===== config.mk =====
export PLATFORM = sky130hd
export DESIGN_NAME = output_buffer
export DESIGN_NICKNAME = d
export VERILOG_FILES = /design/src/rtl/output_buffer.sv
export SDC_FILE = /design/constraint.sdc
export NUM_CORES = 1
export LEC_CHECK = 0
export CAP_MARGIN = 0
export CORE_MARGIN = 10
export CORE_UTILIZATION = 55
export CTS_CLUSTER_DIAMETER = 100
export CTS_CLUSTER_SIZE = 14
export DETAILED_ROUTE_END_ITERATION = 6
export GPL_TIMING_DRIVEN = 0
export PLACE_DENSITY = 0.83
export RECOVER_POWER = 50
export SYNTH_ARGS = -nofsm -noshare
export SYNTH_HDL_FRONTEND = slang
export SYNTH_SLANG_ARGS = --single-unit

===== constraint.sdc =====
create_clock -name clk -period 4.65 [get_ports clk]
set_clock_uncertainty 0.05 [all_clocks]
set_input_delay 0.93 -clock clk [delete_from_list [all_inputs] [get_ports clk]]
set_output_delay 0.93 -clock clk [all_outputs]
set_load 0.05 [all_outputs]

===== src/rtl/output_buffer.sv =====
// Result buffer behind the accumulator: captures addressed 32-bit results with
// per-entry valid bits and drains entries 0..len-1 over a valid/ready stream.
module output_buffer #(
    parameter int DEPTH  = 16,
    parameter int ADDR_W = 4,
    parameter int DATA_W = 32
) (
    input  logic              clk,
    input  logic              rst,
    input  logic              wr_en,
    input  logic [ADDR_W-1:0] wr_addr,
    input  logic [DATA_W-1:0] wr_data,
    input  logic              drain_start,
    input  logic [ADDR_W-1:0] drain_len,
    output logic              out_valid,
    input  logic              out_ready,
    output logic [DATA_W-1:0] out_data,
    output logic [ADDR_W-1:0] out_addr,
    output logic              out_written,
    output logic              busy,
    output logic              done,
    output logic              overwrite_err
);

    typedef enum logic [0:0] {
        ST_IDLE  = 1'b0,
        ST_DRAIN = 1'b1
    } state_t;

    localparam logic [ADDR_W:0] LEN_FULL = (ADDR_W + 1)'(DEPTH);
    localparam logic [ADDR_W:0] IDX_ONE  = (ADDR_W + 1)'(1);

    state_t              state_r;
    state_t              state_nxt_s;
    logic [DATA_W-1:0]   mem_r [DEPTH];
    logic [DEPTH-1:0]    valid_r;
    logic [DEPTH-1:0]    valid_nxt_s;
    logic [ADDR_W:0]     idx_r;
    logic [ADDR_W:0]     idx_nxt_s;
    logic [ADDR_W:0]     len_r;
    logic [ADDR_W:0]     len_nxt_s;

    logic                xfer_s;
    logic                last_s;
    logic                load_s;
    logic [ADDR_W-1:0]   load_addr_s;
    logic [DATA_W-1:0]   load_data_s;
    logic                load_written_s;

    logic                out_valid_r;
    logic                out_valid_nxt_s;
    logic [DATA_W-1:0]   out_data_r;
    logic [DATA_W-1:0]   out_data_nxt_s;
    logic [ADDR_W-1:0]   out_addr_r;
    logic [ADDR_W-1:0]   out_addr_nxt_s;
    logic                out_written_r;
    logic                out_written_nxt_s;
    logic                busy_r;
    logic                busy_nxt_s;
    logic                done_r;
    logic                done_nxt_s;
    logic                overwrite_err_r;
    logic                overwrite_err_nxt_s;

    assign xfer_s = out_valid_r && out_ready;
    assign last_s = xfer_s && (idx_r == (len_r - IDX_ONE));

    // Next-state logic for the drain FSM and its index/length counters
    always_comb begin
        state_nxt_s = state_r;
        len_nxt_s   = len_r;
        idx_nxt_s   = idx_r;
        load_s      = 1'b0;
        case (state_r)
            ST_IDLE: begin
                if (drain_start) begin
                    state_nxt_s = ST_DRAIN;
                    len_nxt_s   = (drain_len == '0) ? LEN_FULL : {1'b0, drain_len};
                    idx_nxt_s   = '0;
                    load_s      = 1'b1;
                end else begin
                    state_nxt_s = ST_IDLE;
                end
            end
            ST_DRAIN: begin
                if (last_s) begin
                    state_nxt_s = ST_IDLE;
                end else if (xfer_s) begin
                    idx_nxt_s = idx_r + IDX_ONE;
                    load_s    = 1'b1;
                end else begin
                    state_nxt_s = ST_DRAIN;
                end
            end
            default: begin
                state_nxt_s = ST_IDLE;
            end
        endcase
    end

    // Word to present next; a same-cycle write to that entry is forwarded
    always_comb begin
        load_addr_s = idx_nxt_s[ADDR_W-1:0];
        if (wr_en && (wr_addr == load_addr_s)) begin
            load_data_s    = wr_data;
            load_written_s = 1'b1;
        end else if (valid_r[load_addr_s]) begin
            load_data_s    = mem_r[load_addr_s];
            load_written_s = 1'b1;
        end else begin
            load_data_s    = '0;
            load_written_s = 1'b0;
        end
    end

    // Stream output next values; the presented word only changes on a load
    always_comb begin
        out_valid_nxt_s   = out_valid_r;
        out_data_nxt_s    = out_data_r;
        out_addr_nxt_s    = out_addr_r;
        out_written_nxt_s = out_written_r;
        done_nxt_s        = last_s;
        busy_nxt_s        = (state_nxt_s == ST_DRAIN);
        if (load_s) begin
            out_valid_nxt_s   = 1'b1;
            out_data_nxt_s    = load_data_s;
            out_addr_nxt_s    = load_addr_s;
            out_written_nxt_s = load_written_s;
        end else if (last_s) begin
            out_valid_nxt_s = 1'b0;
        end else begin
            out_valid_nxt_s = out_valid_r;
        end
    end

    // Valid-bit bookkeeping; a write in the transfer cycle keeps the entry valid
    always_comb begin
        valid_nxt_s         = valid_r;
        overwrite_err_nxt_s = overwrite_err_r | (wr_en & valid_r[wr_addr]);
        if (xfer_s) begin
            valid_nxt_s[out_addr_r] = 1'b0;
        end else begin
            valid_nxt_s = valid_r;
        end
        if (wr_en) begin
            valid_nxt_s[wr_addr] = 1'b1;
        end else begin
            valid_nxt_s = valid_nxt_s;
        end
    end

    // Result storage; contents are qualified by valid_r so no reset is needed
    always_ff @(posedge clk) begin
        if (wr_en) begin
            mem_r[wr_addr] <= wr_data;
        end
    end

    // Control, status and output registers
    always_ff @(posedge clk) begin
        if (rst) begin
            state_r         <= ST_IDLE;
            valid_r         <= '0;
            idx_r           <= '0;
            len_r           <= '0;
            out_valid_r     <= 1'b0;
            out_data_r      <= '0;
            out_addr_r      <= '0;
            out_written_r   <= 1'b0;
            busy_r          <= 1'b0;
            done_r          <= 1'b0;
            overwrite_err_r <= 1'b0;
        end else begin
            state_r         <= state_nxt_s;
            valid_r         <= valid_nxt_s;
            idx_r           <= idx_nxt_s;
            len_r           <= len_nxt_s;
            out_valid_r     <= out_valid_nxt_s;
            out_data_r      <= out_data_nxt_s;
            out_addr_r      <= out_addr_nxt_s;
            out_written_r   <= out_written_nxt_s;
            busy_r          <= busy_nxt_s;
            done_r          <= done_nxt_s;
            overwrite_err_r <= overwrite_err_nxt_s;
        end
    end

    assign out_valid     = out_valid_r;
    assign out_data      = out_data_r;
    assign out_addr      = out_addr_r;
    assign out_written   = out_written_r;
    assign busy          = busy_r;
    assign done          = done_r;
    assign overwrite_err = overwrite_err_r;

endmodule


* Yosys cells after proc, flatten, opt, wreduce, memory -nomap -nowiden
Memories as Yosys holds them, arrays and structs flattened.
Index checks and enable logic that the tools add are counted.
** Word-level totals
- Memories :: 1
- Flip-flop bits (word level) :: 67
- Bits of input ports :: 45
- Output and inout bits :: 41
- Logic and storage cells :: 68
- Memory bits (writable) :: 512
** Memory list
- mem_r :: depth 16, width 32, rd ports 1, clocked after Yosys merged registers in 0, write ports 1, line 35 : logic [DATA_W-1:0] mem_r [DEPTH];
** Operators by class
- $add $sub $neg :: 2
- Multiplexer cells :: 29
- $lt $le $gt $ge :: 5
- Reductions and logical operators :: 9
- Bitwise operators :: 6
- Equal/unequal tests :: 5
** Operators by type and width (number)
- $mux 32 :: 2
- $mux 16 :: 2
- $mux 5 :: 4
- $and 16x16->16 :: 1
- $not 16->16 :: 1
- $or 16x16->16 :: 1
- $lt 4x5->1 const B :: 3
- $mux 1 :: 14
- $pmux 5 s2 :: 1
- $bmux 1 s4 :: 2
- $demux 1 s4 :: 2
- $ge 4x1->1 const B :: 2
- $ne 2x2->1 const B :: 3
- $add 5x1->5 const B :: 1
- $eq 5x5->1 :: 1
- $logic_and 1x1->1 :: 5
- $sub 5x1->5 const B :: 1
- $eq 4x4->1 :: 1
- $logic_not 4->1 :: 1
- $pmux 1 s2 :: 2
- $reduce_and 3->1 :: 1
- $reduce_and 2->1 :: 1
- $reduce_bool 2->1 :: 1
- $and 1x1->1 :: 1
- 2 further kinds :: 2

* Logic depth before layout (Yosys ltp)
- Word-level depth :: 9
- Gate-level depth with buffers :: 15

* Worst setup path before layout
OpenSTA, ideal clock, no wires.
- Path kind :: flip-flop to flip-flop
- Start :: register len_r[0]
- End :: register out_data_r[10] (netlist: out_data[10])
- Clock period less this slack :: 3246 ps
- Setup time :: 122 ps
- Stages on the path, launching flop included :: 15
- Slack :: 1404 ps
- Arrival :: 3074 ps
- Data required time :: 4478 ps
- Cell sequence :: dfxtp_1 -> inv_1 -> ha_1 -> xnor2_1 -> a211o_1 -> or2_1 -> buf_2 -> o211ai_2 -> mux2i_1 -> buf_2 -> nand2b_4 -> buf_2 -> a211oi_1 -> nor4_1 -> o21ai_2
** On the way
- Longest elaborated chain between the ends :: 9
- Elaborated cells between the ends (all ways) :: 14
- Those cells by class :: add/sub (1); eq/ne (2); mux (8); reduce/logical (2); memory (1)
** RTL lines
- start: declaration :: line 40 : logic [ADDR_W:0] len_r;
- start signal: assignment :: line 177 : len_r <= len_nxt_s;
- $sub 5x1->5 * :: line 66 : assign last_s = xfer_s && (idx_r == (len_r - IDX_ONE));
- $eq 5x5->1 * :: line 66
- $logic_and 1x1->1 * :: line 66
- $mux 5 :: line 86 : if (last_s) begin
- $pmux 5 s2 :: line 74 : case (state_r)
- $bmux 1 s4 :: line 107 : end else if (valid_r[load_addr_s]) begin
- $mux 1 (not written as such) :: line 107
- $mux 32 :: line 107
- $mux 32 :: line 104 : if (wr_en && (wr_addr == load_addr_s)) begin
- end signal: assignment :: line 179 : out_data_r <= out_data_nxt_s;
- end: declaration :: line 52 : logic [DATA_W-1:0] out_data_r;
Mark *: on every way between the ends. The rest lies on a longest branch, timed or not. The select of a mux whose other input is x is not followed.
A chain may end at the register's enable or synchronous reset.

* Final worst setup path
- Start :: input out_ready
- End :: register out_data_r[15] (netlist: out_data[15])
** On the way
- Longest elaborated chain between the ends :: 8
- Elaborated cells between the ends (all ways) :: 15
- Those cells by class :: eq/ne (1); mux (10); reduce/logical (3); memory (1)
** RTL lines
- start: declaration :: line 16 : input logic out_ready,
- $logic_and 1x1->1 * :: line 65 : assign xfer_s = out_valid_r && out_ready;
- $mux 5 or $logic_and 1x1->1 (tied branches) :: line 88, 66
- $mux 5 :: line 86
- $pmux 5 s2 :: line 74
- $bmux 1 s4 :: line 107
- $mux 1 (not written as such) :: line 107
- $mux 32 :: line 107
- $mux 32 :: line 104
Marked as above.

==> implementation parameters <==
Parameter                              Value

Outcome
  Result of the run    finished, violations left
  Failing checks    design-rule violations, max-capacitance violations, max-slew violations

Power and ir drop
  Power per unit of standard cell area    374.6 nW/um2
  Peak supply drop    0.3325 mV
  Reported leakage power    about 0.0085 uW

Finish
  Layout cells sized above 1    8.719%
  Net total in the final layout    between 1500 and 2000
  Layout-stage area growth over the synthesis result    12.61%
  Finished layout cell area    26860 um2

Worst setup path
  Cell-by-cell trace of the critical path    clkdlybuf4s50_1 > and3_1 > clkbuf_1 > o21ai_1 > nand3_2 > buf_2 > buf_2 > buf_2 > clkbuf_1 > nand3_1 > a311oi_1 > nor4_1 > o21ai_2
  Maximum fanout along the worst path    10
  Critical Setup Path Class    in -> reg
  Crit-path most repeated cell    buf_2
  Slowest library cell on the worst path    clkbuf_1
  CP peak stage delay    a little under 0.7 ns
  Critical Path Source Type    primary input
  Critical path endpoint category    flop
  Data arrival time at the worst-slack endpoint    4.93 ns
  Required time worst endpoint    5.13 ns

Synthesis
  Number of synthesized flops with an enable pin    512
  Avg Inst Size Synth    14.15 um2
  Post-synth top cells    edfxtp_1 (512), a211oi_1 (191), and3_1 (158)
  Mux cell area share after synthesis    2.214%
  Share of the synthesized area in compound gates (AO/OA/AOI/OAI)    between 10% and 20%
  Cell count after synthesis    between 1500 and 2000
  Dominant combinational cell family by area after synthesis    compound AO/OA/AOI/OAI gates
  Post-synthesis instance area    23850 um2
  Share of the yosys chip area belonging to registers    70.09%
  Most area-hungry cell type in the Yosys netlist    edfxtp_1
  Xor/xnor share of the synthesized area    0.4669%
  Most used DFF post-synth    edfxtp_1
  Post-synthesis adder-cell area fraction    less than 1%
  Number of synthesized register bits    579
  Synthesized-area fraction occupied by and/or/nand/nor cells    11.03%
  Ys Warns    0
  Post-synth net total    about 1700
  Async set or reset register ratio after synthesis    0%
  Largest cells by area after synthesis    edfxtp_1 (64%), a211oi_1 (6.0%), dfxtp_1 (5.6%)
  Distinct cell type count after synthesis    71
  Cell with the most instances after synthesis    edfxtp_1
  Share of the synthesized area in the top cell type    64.46%

Clocking
  Clk slew on worst S/H paths    0.07 ns
  Clock Latency Late Sink    0.60 ns
  Depth of the CTS H-tree    2
  Post-CTS Setup Bufs    0
  Clock Tree Root    clkbuf_16
  Post-CTS resize count    0
  CTS hold repair buffers    0
  CTS tree    built
  Total CTS buffers    47
  Worst-case clock buffer depth    3
  TritonCTS sink count    579

GRT
  GRT Resource Usage Total    between 20% and 30%
  Largest net degree at the start of global routing    33
  Antenna violations before repair    1
  Via count of the first global-routing pass    16320
  Wire length of the first global-routing pass    100900 um
  Overall overflow remaining after global route    0

Route
  Routed wirelength normalized by instance count    approximately 28 um
  Violation count after the first detailed-routing iteration    2750
  Via-to-Cell Ratio    between 6 and 7
  Post-detailed-routing wire length    67810 um
  Detailed-routing iteration count for the pre-antenna-repair pass    7
  Vias    16720
  Antenna-violating nets left    0
  DRC violations left    1

Timing
  Max Slew Vio Count    19
  Final critical delay including setup and external delays    4.455 ns
  Final setup fails    0
  Fmax achieved    224.5 MHz
  Share of the clock period used by the worst path after layout    a little over nine tenths
  Endpoints failing hold    0
  Unrepaired setup endpoints after global routing    false
  Measured slew at the worst slew-check pin    roughly 2.5 ns
  Max_slew headroom    -65.18%
  Final worst hold slack    between 0.4 and 0.5 ns

Placement
  Count of port buffers added during placement    84
  Placed standard-cell area    25500 um2
  Post-detail-place hpwl    ~42000 um
  Last weighted congestion value of the routability-driven placer    0.9143

Floorplan
  Vert. Die Dim    about 230 um
  Std-Cell Rows    76
  Starting density of the core    55.49%
  Placeable core region    42980 um2
  IO Pins    between 80 and 90
  Overall die area    52090 um2
  Die W    roughly 230 um

Flow run
  Number of max-cap violations    1

Min path
  Worst hold-check path type    reg -> reg
worst paths after layout:
| path | start | endpoint | slack [ns] | depth (start not counted) |
|---|---|---|---|---|
| setup / recovery | out_ready | out_data[15] | 0.20 | 13 |
| hold / removal | overwrite_err | overwrite_err | 0.43 | 2 |
| setup reg to reg | len_r[0] | out_data[14] | 0.21 | 13 |
| hold reg to reg | overwrite_err | overwrite_err | 0.43 | 2 |
critical path: cells and delay by family:
family | cells | cell delay, ns
compound gates | 3 | 0.67
simple gates | 4 | 0.72
buf+inv | 6 | 2.60
sequential cells by signal (all words and copies together) (netlist names):
name	flops
busy	1
done	1
idx_r	5
len_r	5
mem_r	512
out_addr	4
out_data	32
out_valid	1
out_written	1
overwrite_err	1
valid_r	16
cell type report:
class | count | area (um2)
Clock inverter | 1 | 11.26
Timing Repair Buffer | 87 | 908.4
Multi-Input combinational cell | 947 | 6427
Fill cell | 3061 | 16120
Clock buffer | 84 | 1358
Buffer | 139 | 623.1
Tap cell | 585 | 732.0
Inverter | 21 | 78.83
Antenna cell | 1 | 2.502
Sequential cell | 579 | 16720
per-layer routing:
layer	up-vias	track usage [%]	share of wire [%]	routed length, um
li1	6994	-	-	-
met1	8116	31.98	36	24610
met2	1397	40.13	47	31920
met3	211	6.652	12	8401
met4	2	11.19	4.2	2822
met5	-	0.8507	0.086	58
where the power goes:
group	internal, uW	leakage, uW	switching (uW)	total [uW]
clock	1970	0.000651	1790	3760
combinational	155	0.00273	354	509
sequential	5760	0.00517	33.3	5790
total	7880	0.00854	2180	10100
through the flow:
stage	utilization [%]	setup TNS, ns	instances	total power, uW	setup slack [ns]
4_1_cts	62.51	0	2443	10040	0.4089
3_3_place_gp	59.15	-16.55	2355	6375	-0.4866
3_5_place_dp	59.32	-1.980	2358	6403	-0.1824
2_1_floorplan	-	0	1686	6165	1.404
6_report	62.49	0	2444	10060	0.1951
5_1_grt	62.48	0	2443	10280	0.04232
kinds of logic (layout without fill, tap and decap cells):
family | count (synthesis) | in the layout
AND/OR/NAND/NOR | 477 | 477
adder cells (fa/ha/maj) | 2 | 2
AO/OA/AOI/OAI | 413 | 413
XOR/XNOR | 11 | 11
multiplexers | 44 | 44
buffers and inverters | 160 | 332
flip-flops | 579 | 579
other | 0 | 1
placed cells by master, fill, tap and decap left out, drive strengths merged, types with 3 or more instances in the layout:
cell | synthesis | layout
nor4 | 32 | 32
nor3b | 35 | 35
xnor2 | 7 | 7
a22oi | 32 | 32
clkbuf | 92 | 177
a21boi | 7 | 7
a211oi | 191 | 191
mux2i | 38 | 38
a32oi | 5 | 5
a21oi | 38 | 38
edfxtp | 512 | 512
inv | 20 | 21
mux4 | 6 | 6
nor2 | 19 | 19
clkdlybuf4s50 | 0 | 50
xor2 | 4 | 4
buf | 47 | 49
nand3 | 76 | 76
nand2b | 6 | 6
o21ai | 56 | 56
and3 | 158 | 158
nand2 | 117 | 117
or2 | 4 | 4
nor2b | 6 | 6
a311oi | 62 | 62
dfxtp | 67 | 67
dlygate4sd3 | 0 | 34
o211ai | 3 | 3
nor3 | 14 | 14
No activity file was read; power rests on OpenSTA's default activity.
